`config.mk`:
```
export PLATFORM = sky130hd
export DESIGN_NAME = serial_frame_receiver
export DESIGN_NICKNAME = d
export VERILOG_FILES = /design/src/rtl/serial_frame_receiver_pkg.sv /design/src/rtl/serial_frame_receiver_uart_rx_byte.sv /design/src/rtl/serial_frame_receiver.sv
export SDC_FILE = /design/constraint.sdc
export NUM_CORES = 1
export LEC_CHECK = 0
export ABC_AREA = 1
export CAP_MARGIN = 10
export CORE_ASPECT_RATIO = 0.8
export CORE_UTILIZATION = 50
export CTS_CLUSTER_SIZE = 8
export DETAILED_ROUTE_END_ITERATION = 6
export PLACE_DENSITY = 0.72
export SKIP_LAST_GASP = 1
export SYNTH_ARGS = -nofsm -noshare
export SYNTH_HDL_FRONTEND = slang
export SYNTH_HIERARCHICAL = 1
export SYNTH_SLANG_ARGS = --single-unit
```
`constraint.sdc`:
```
create_clock -name clk_12MHz -period 37.2 [get_ports clk_12MHz]
set_input_delay 7.44 -clock clk_12MHz [delete_from_list [all_inputs] [get_ports clk_12MHz]]
set_output_delay 7.44 -clock clk_12MHz [all_outputs]
set_load 0.05 [all_outputs]
```
`src/rtl/serial_frame_receiver_pkg.sv`:
```
// Shared constants and state types for the sensor UART frame receiver.
// Sync pattern, default link parameters and both FSM encodings live here.
package serial_frame_receiver_pkg;

  localparam int DEF_CLKS_PER_BIT  = 12;
  localparam int DEF_PAYLOAD_BYTES = 34;
  localparam int DEF_TIMEOUT_CLKS  = 480;

  localparam logic [7:0] SYNC0 = 8'hAA;
  localparam logic [7:0] SYNC1 = 8'h55;

  typedef enum logic [1:0] {
    BYTE_IDLE,
    BYTE_START,
    BYTE_DATA,
    BYTE_STOP
  } byte_state_t;

  typedef enum logic [1:0] {
    HUNT0,
    HUNT1,
    PAYLOAD,
    CSUM
  } frame_state_t;

endpackage

```
`src/rtl/serial_frame_receiver_uart_rx_byte.sv`:
```
// 8N1 byte deserialiser: 2-FF synchroniser (preset high) plus IDLE/START/DATA/STOP FSM.
// byte_valid / byte_err are single-cycle pulses issued on the stop-bit sample.
module uart_rx_byte
  import serial_frame_receiver_pkg::*;
#(
  parameter int CLKS_PER_BIT = DEF_CLKS_PER_BIT
) (
  input  logic        clk,
  input  logic        reset,
  input  logic        rx,
  output logic [7:0]  rx_byte,
  output logic        byte_valid,
  output logic        byte_err,
  output logic        busy,
  output byte_state_t state
);

  localparam int CNT_W = $clog2(CLKS_PER_BIT);
  localparam logic [CNT_W-1:0] HALF_LAST = CNT_W'(CLKS_PER_BIT / 2 - 1);
  localparam logic [CNT_W-1:0] BIT_LAST  = CNT_W'(CLKS_PER_BIT - 1);

  logic [1:0]       sync;
  logic             rx_s;
  logic [CNT_W-1:0] cnt;
  logic [2:0]       bit_idx;
  logic [7:0]       shreg;
  logic             stop_fail;

  assign rx_s = sync[1];
  assign busy = (state != BYTE_IDLE);

  always_ff @(posedge clk or posedge reset) begin
    if (reset) begin
      sync       <= 2'b11;
      state      <= BYTE_IDLE;
      cnt        <= '0;
      bit_idx    <= '0;
      shreg      <= '0;
      rx_byte    <= '0;
      byte_valid <= 1'b0;
      byte_err   <= 1'b0;
      stop_fail  <= 1'b0;
    end else begin
      sync       <= {sync[0], rx};
      byte_valid <= 1'b0;
      byte_err   <= 1'b0;
      case (state)
        // IDLE is only entered with the line high, so a low level marks a falling edge.
        BYTE_IDLE: begin
          cnt <= '0;
          if (!rx_s) state <= BYTE_START;
        end
        BYTE_START: begin
          if (cnt == HALF_LAST) begin
            cnt     <= '0;
            bit_idx <= '0;
            state   <= rx_s ? BYTE_IDLE : BYTE_DATA;
          end else begin
            cnt <= cnt + 1'b1;
          end
        end
        BYTE_DATA: begin
          if (cnt == BIT_LAST) begin
            cnt     <= '0;
            shreg   <= {rx_s, shreg[7:1]};
            bit_idx <= bit_idx + 1'b1;
            if (bit_idx == 3'd7) state <= BYTE_STOP;
          end else begin
            cnt <= cnt + 1'b1;
          end
        end
        BYTE_STOP: begin
          if (stop_fail) begin
            // Framing error: hold off until the line returns to idle.
            if (rx_s) begin
              stop_fail <= 1'b0;
              state     <= BYTE_IDLE;
            end
          end else if (cnt == BIT_LAST) begin
            cnt <= '0;
            if (rx_s) begin
              rx_byte    <= shreg;
              byte_valid <= 1'b1;
              state      <= BYTE_IDLE;
            end else begin
              byte_err  <= 1'b1;
              stop_fail <= 1'b1;
            end
          end else begin
            cnt <= cnt + 1'b1;
          end
        end
        default: state <= BYTE_IDLE;
      endcase
    end
  end

endmodule

```
`src/rtl/serial_frame_receiver.sv`:
```
// Sensor link frame receiver: hunts AA 55, collects the payload with XOR checksum and inter-byte
// timeout. Handshake: data_avl is a level held until a data_ack pulse; a good frame arriving
// on the same cycle as data_ack is loaded and data_avl stays high.
module serial_frame_receiver
  import serial_frame_receiver_pkg::*;
#(
  parameter int CLKS_PER_BIT  = DEF_CLKS_PER_BIT,
  parameter int PAYLOAD_BYTES = DEF_PAYLOAD_BYTES,
  parameter int TIMEOUT_CLKS  = DEF_TIMEOUT_CLKS
) (
  input  logic                         clk_12MHz,
  input  logic                         reset,
  input  logic                         rx,
  input  logic                         data_ack,
  output logic [8*PAYLOAD_BYTES-1:0]   sensor_iterations,
  output logic                         data_avl,
  output logic                         frame_error,
  output logic                         overrun
);

  localparam int W     = 8 * PAYLOAD_BYTES;
  localparam int IDX_W = $clog2(PAYLOAD_BYTES);
  localparam int TMO_W = $clog2(TIMEOUT_CLKS + 1);
  localparam logic [IDX_W-1:0] IDX_LAST = IDX_W'(PAYLOAD_BYTES - 1);
  localparam logic [TMO_W-1:0] TMO_LAST = TMO_W'(TIMEOUT_CLKS - 1);
  localparam logic [TMO_W-1:0] TMO_SAT  = TMO_W'(TIMEOUT_CLKS);

  logic [7:0]       rx_byte;
  logic             byte_valid;
  logic             byte_err;
  logic             busy;
  byte_state_t      byte_state;

  frame_state_t     state;
  logic [IDX_W-1:0] idx;
  logic [7:0]       csum;
  logic [W-1:0]     staging;
  logic [TMO_W-1:0] idle_cnt;
  logic             in_frame;
  logic             timeout;
  logic             good;
  logic             unused;

  uart_rx_byte #(
    .CLKS_PER_BIT(CLKS_PER_BIT)
  ) u_rx (
    .clk       (clk_12MHz),
    .reset     (reset),
    .rx        (rx),
    .rx_byte   (rx_byte),
    .byte_valid(byte_valid),
    .byte_err  (byte_err),
    .busy      (busy),
    .state     (byte_state)
  );

  assign unused   = ^{busy, byte_state};
  assign in_frame = (state == PAYLOAD) || (state == CSUM);
  assign timeout  = in_frame && !byte_valid && (idle_cnt == TMO_LAST);
  assign good     = (state == CSUM) && byte_valid && (rx_byte == csum);

  always_ff @(posedge clk_12MHz or posedge reset) begin
    if (reset) begin
      state             <= HUNT0;
      idx               <= '0;
      csum              <= '0;
      staging           <= '0;
      idle_cnt          <= '0;
      sensor_iterations <= '0;
      data_avl          <= 1'b0;
      frame_error       <= 1'b0;
      overrun           <= 1'b0;
    end else begin
      frame_error <= 1'b0;
      overrun     <= 1'b0;

      if (byte_valid)             idle_cnt <= '0;
      else if (idle_cnt != TMO_SAT) idle_cnt <= idle_cnt + 1'b1;

      case (state)
        HUNT0: begin
          if (byte_valid && rx_byte == SYNC0) state <= HUNT1;
        end
        HUNT1: begin
          if (byte_err) begin
            state <= HUNT0;
          end else if (byte_valid) begin
            if (rx_byte == SYNC1) begin
              state <= PAYLOAD;
              idx   <= '0;
              csum  <= '0;
            end else if (rx_byte != SYNC0) begin
              state <= HUNT0;
            end
          end
        end
        PAYLOAD: begin
          if (byte_err || timeout) begin
            frame_error <= 1'b1;
            state       <= HUNT0;
          end else if (byte_valid) begin
            staging <= {staging[W-9:0], rx_byte};
            csum    <= csum ^ rx_byte;
            if (idx == IDX_LAST) state <= CSUM;
            else                 idx   <= idx + 1'b1;
          end
        end
        CSUM: begin
          if (byte_err || timeout) begin
            frame_error <= 1'b1;
            state       <= HUNT0;
          end else if (byte_valid) begin
            if (rx_byte != csum) frame_error <= 1'b1;
            state <= HUNT0;
          end
        end
        default: state <= HUNT0;
      endcase

      if (good) begin
        if (!data_avl || data_ack) begin
          sensor_iterations <= staging;
          data_avl          <= 1'b1;
        end else begin
          overrun <= 1'b1;
        end
      end else if (data_ack) begin
        data_avl <= 1'b0;
      end
    end
  end

endmodule

```
==> tab_implementation.tex <==
\begin{tabular}{lr}
\hline
Metric & Value \\
\hline
\multicolumn{2}{l}{\textbf{GRT}} \\
First-pass GRT wire length & 101000 um \\
Routing usage on met1 & 0.360 \\
Met3 Track Usage GR & 0.0490 \\
Number of global-route vias before repair & 19000 \\
Combined global-route utilization of all metal layers & 0.247 \\
Maximum number of pins on one net before global-route repair & 210 \\
Gr busiest metal & met2 \\
Initial antenna violation count & 0 \\
Remaining Overflow, GRT & 0 \\
GR Util met2 & 0.375 \\
\multicolumn{2}{l}{\textbf{Timing}} \\
Setup repair after global routing missed its margin & false \\
Hold Violations, Final & 0 \\
TNS Setup & 0 ns \\
Setup violations, final & 0 \\
Relative max-transition margin & 0.194 \\
Min Tclk post-route & 9.92 ns \\
Maximum clock frequency & 0.101 GHz \\
Slew at the pin closest to its max-slew limit & 1.21 ns \\
Worst clock skew & 0.0175 ns \\
Setup slack after layout & 27.28 ns \\
Period utilisation layout & 0.267 \\
Number of max-slew violations in the final report & 0 \\
\multicolumn{2}{l}{\textbf{Yosys}} \\
Fraction of the mapped netlist area in compound gates & 0.0676 \\
Main combinational cell family by area after synthesis & simple AND/OR/NAND/NOR gates \\
Xor/xnor share of the synthesized area & 0.00426 \\
Area of the mapped netlist & 24700 sq um \\
Synthesized net count & 2741 \\
Post-synthesis cell type with the largest combined area & sky130\_fd\_sc\_hd\_\_dfrtp\_1 \\
Yosys top cell area share & 0.609 \\
Number of distinct library cell variants in the gate-level netlist after synthesis & 31 \\
Sequential fraction of the synthesis area & 0.611 \\
Simple-gate share of the synthesized area & 0.228 \\
Fraction of synthesized area in multiplexers & 0 \\
Average footprint of a synthesized cell & 9.03 sq um \\
Synthesis Warnings & 6 \\
Largest cells by area after synthesis & sky130\_fd\_sc\_hd\_\_dfrtp\_1, sky130\_fd\_sc\_hd\_\_nand2\_1, sky130\_fd\_sc\_hd\_\_nand4\_1 \\
Fraction of the mapped netlist area in adder cells & 0.00406 \\
Mapped Cells & 2729 \\
Post-synthesis sequential element count & 602 \\
\multicolumn{2}{l}{\textbf{Placed design}} \\
Worst-case setup slack after placement & 26.69 ns \\
I/O Buffers & 278 \\
Final estimated routing congestion in global placement & 0.827 \\
Post-DP HPWL & 36800 um \\
\multicolumn{2}{l}{\textbf{Setup path}} \\
Required time of the critical path & 37.73 ns \\
Worst Setup End Kind & flip-flop \\
Largest incremental delay on the critical path & 0.90 ns \\
Cell with the biggest individual delay on the critical path & sky130\_fd\_sc\_hd\_\_buf\_4 \\
Data arrival, critical path & 10.45 ns \\
Worst-path fanout max & 105 \\
List of cells traversed by the critical path & clkdlybuf4s50\_1 > inv\_1 > nand2\_4 > nand4\_1 > buf\_4 > buf\_4 > nand2\_1 > nand2\_1 \\
Critical path type & in -> reg \\
Family with the most delay on the worst path & buffers and inverters \\
Startpoint type of the worst setup path & input pin \\
Bufs and invs on worst path & 4 \\
\multicolumn{2}{l}{\textbf{CTS}} \\
Master cell of the clock root buffer & sky130\_fd\_sc\_hd\_\_clkbuf\_16 \\
CTS Hold Bufs & 0 \\
Max H-tree Level & 3 \\
Number of cells upsized or downsized after cts & 0 \\
Clock transition at path regs & 0.05 ns \\
Total clock buffers created by CTS & 85 \\
Insertion delay of the later-clocked pin in the worst-skew pair & 0.60 ns \\
TritonCTS sink count & 602 \\
CTS tree & yes \\
Worst-case clock buffer depth & 3 \\
Setup fix buffers added after clock tree synthesis & 0 \\
\multicolumn{2}{l}{\textbf{Final layout}} \\
Register cell area after layout & 15100 sq um \\
Final net count & 2939 \\
Area taken by multi-input logic gates & 7530 sq um \\
Fraction of layout cells with a size suffix above 1 & 0.0538 \\
Fill cell count & 3960 \\
Utilization after layout & 0.615 \\
Synthesis-to-layout area growth & 20.9\% \\
Count of antenna diodes in the layout & 0 \\
\multicolumn{2}{l}{\textbf{Drt}} \\
Drt via density & 5.43 \\
Total routed wirelength & 60800 um \\
Routed Antenna Nets & 0 \\
Routed vias & 19400 \\
Number of iterations in the first detailed-routing pass & 6 \\
Routed wire length per instance & 17.0 um \\
Iteration-0 DRC Markers & 1869 \\
Post-detailed-route DRC marker count & 0 \\
\multicolumn{2}{l}{\textbf{Die}} \\
Initial standard-cell utilization of the core & 0.509 \\
Vertical die dimension & 201 um \\
Die area & 50200 sq um \\
Row cnt & 72 \\
Die X-Extent & 250 um \\
Number of I/O pins & 279 \\
Core area & 48500 sq um \\
\multicolumn{2}{l}{\textbf{Min path}} \\
Worst Hold Class & reg -> reg \\
\multicolumn{2}{l}{\textbf{Outcome}} \\
Outcome & complete, no violations \\
\multicolumn{2}{l}{\textbf{Job}} \\
Reported max-cap violation count & 0 \\
\multicolumn{2}{l}{\textbf{Power and ir drop}} \\
Worst IR Drop VDD & 0.0326 mV \\
Pwr per Cell Area & 45.6 nW/um\^{}2 \\
Leakage component of the power & 14.1 nW \\
\hline
\end{tabular}
==> final cells by class <==
class,count,area share
Inverter,321,0.0407
Tap cell,629,0.0264
Timing Repair Buffer,298,0.0999
Clock buffer,92,0.0730
Sequential cell,602,0.506
Multi-Input combinational cell,1619,0.253
Clock inverter,6,0.00197
==> cell usage in the layout (no fill, tap or decap), types with 23 or more instances in the layout <==
cell type / n
sky130_fd_sc_hd__clkbuf_16: 86
sky130_fd_sc_hd__nand4_1: 284
sky130_fd_sc_hd__o21ai_1: 38
sky130_fd_sc_hd__o21ai_0: 266
sky130_fd_sc_hd__nand2_1: 914
sky130_fd_sc_hd__inv_1: 311
sky130_fd_sc_hd__nand3_1: 25
sky130_fd_sc_hd__clkdlybuf4s50_1: 278
sky130_fd_sc_hd__dfrtp_1: 600
sky130_fd_sc_hd__nor2_1: 23
==> metrics by stage <==
step	cells	hold WS (ns)	total power, W	cell area [sq um]
global placement	3468	0.347	0.000698	27500
global route	3567	0.358	0.00141	29800
detailed placement	3468	0.347	0.000699	27500
finish	3567	0.353	0.00136	29800
CTS	3566	0.354	0.00137	29800
floorplan	2729	0.345	0.000692	24700
==> metal layers <==
layer | vias to the layer above | part of all wire
li1 | 9144 | -
met1 | 9509 | 0.45
met2 | 607 | 0.46
met3 | 107 | 0.060
met4 | 0 | 0.027
met5 | - | 0
==> flip-flops by register name, indices dropped and copies added (netlist names), 3 cells and up, named ones only <==
| register | flops |
|---|---|
| u_rx/shreg | 8 |
| staging | 272 |
| u_rx/cnt | 4 |
| idx | 6 |
| sensor_iterations | 272 |
| u_rx/bit_idx | 3 |
| csum | 8 |
| u_rx/rx_byte | 8 |
| idle_cnt | 9 |
==> cells in the mapped netlist (all sizes together) <==
| cell type | number |
|---|---|
| nand2 | 918 |
| dfrtp | 600 |
| inv | 321 |
| o21ai | 316 |
| nand4 | 286 |
| buf | 103 |
| clkbuf | 84 |
| nand3 | 28 |
| nor2 | 28 |
| a21oi | 8 |
| ha | 8 |
| or2 | 8 |
| xnor2 | 8 |
| nor3 | 5 |
| xor2 | 4 |
| dfstp | 2 |
| and2 | 1 |
| and3 | 1 |
==> worst register-to-register path, delay by kind of cell (launching register included) <==
family | cells | cell delay, ns
and+or+nand+nor | 3 | 1.36
buffers and inverters | 3 | 2.01
DFF | 1 | 0.49
==> power by group <==
group          leakage (nW)  total (W)  internal, W  switching, W
Clock                  1.09   0.000670     0.000407      0.000263
Sequential             8.39   0.000662     0.000659    0.00000300
Combinational          4.57  0.0000261   0.00000592     0.0000202
Total                  14.1    0.00136      0.00107      0.000286
==> cell families after synthesis <==
kind of cell             Yosys count
AND/OR/NAND/NOR                 1275
buffers and inverters            508
XOR/XNOR                          12
adder cells (fa/ha/maj)            8
flip-flops                       602
AO/OA/AOI/OAI                    324
==> path summary, 6_finish.rpt <==
check	startpoint	endpoint	slack, ns	cells after the start
setup / recovery	data_ack	sensor_iterations[270]$_DFFE_PP0P_	27.28	8
hold / removal	u_rx/sync[0]$_DFF_PP1_	u_rx/sync[1]$_DFF_PP1_	0.35	0
setup reg to reg	u_rx/byte_valid$_DFF_PP0_	sensor_iterations[176]$_DFFE_PP0P_	33.27	6
hold reg to reg	u_rx/sync[0]$_DFF_PP1_	u_rx/sync[1]$_DFF_PP1_	0.35	0
max in group asynchronous	reset	sensor_iterations[205]$_DFFE_PP0P_	28.20	3
min in group asynchronous	reset	u_rx/state[0]$_DFFE_PP0P_	7.27	2
(Power assumes the default switching activity.)
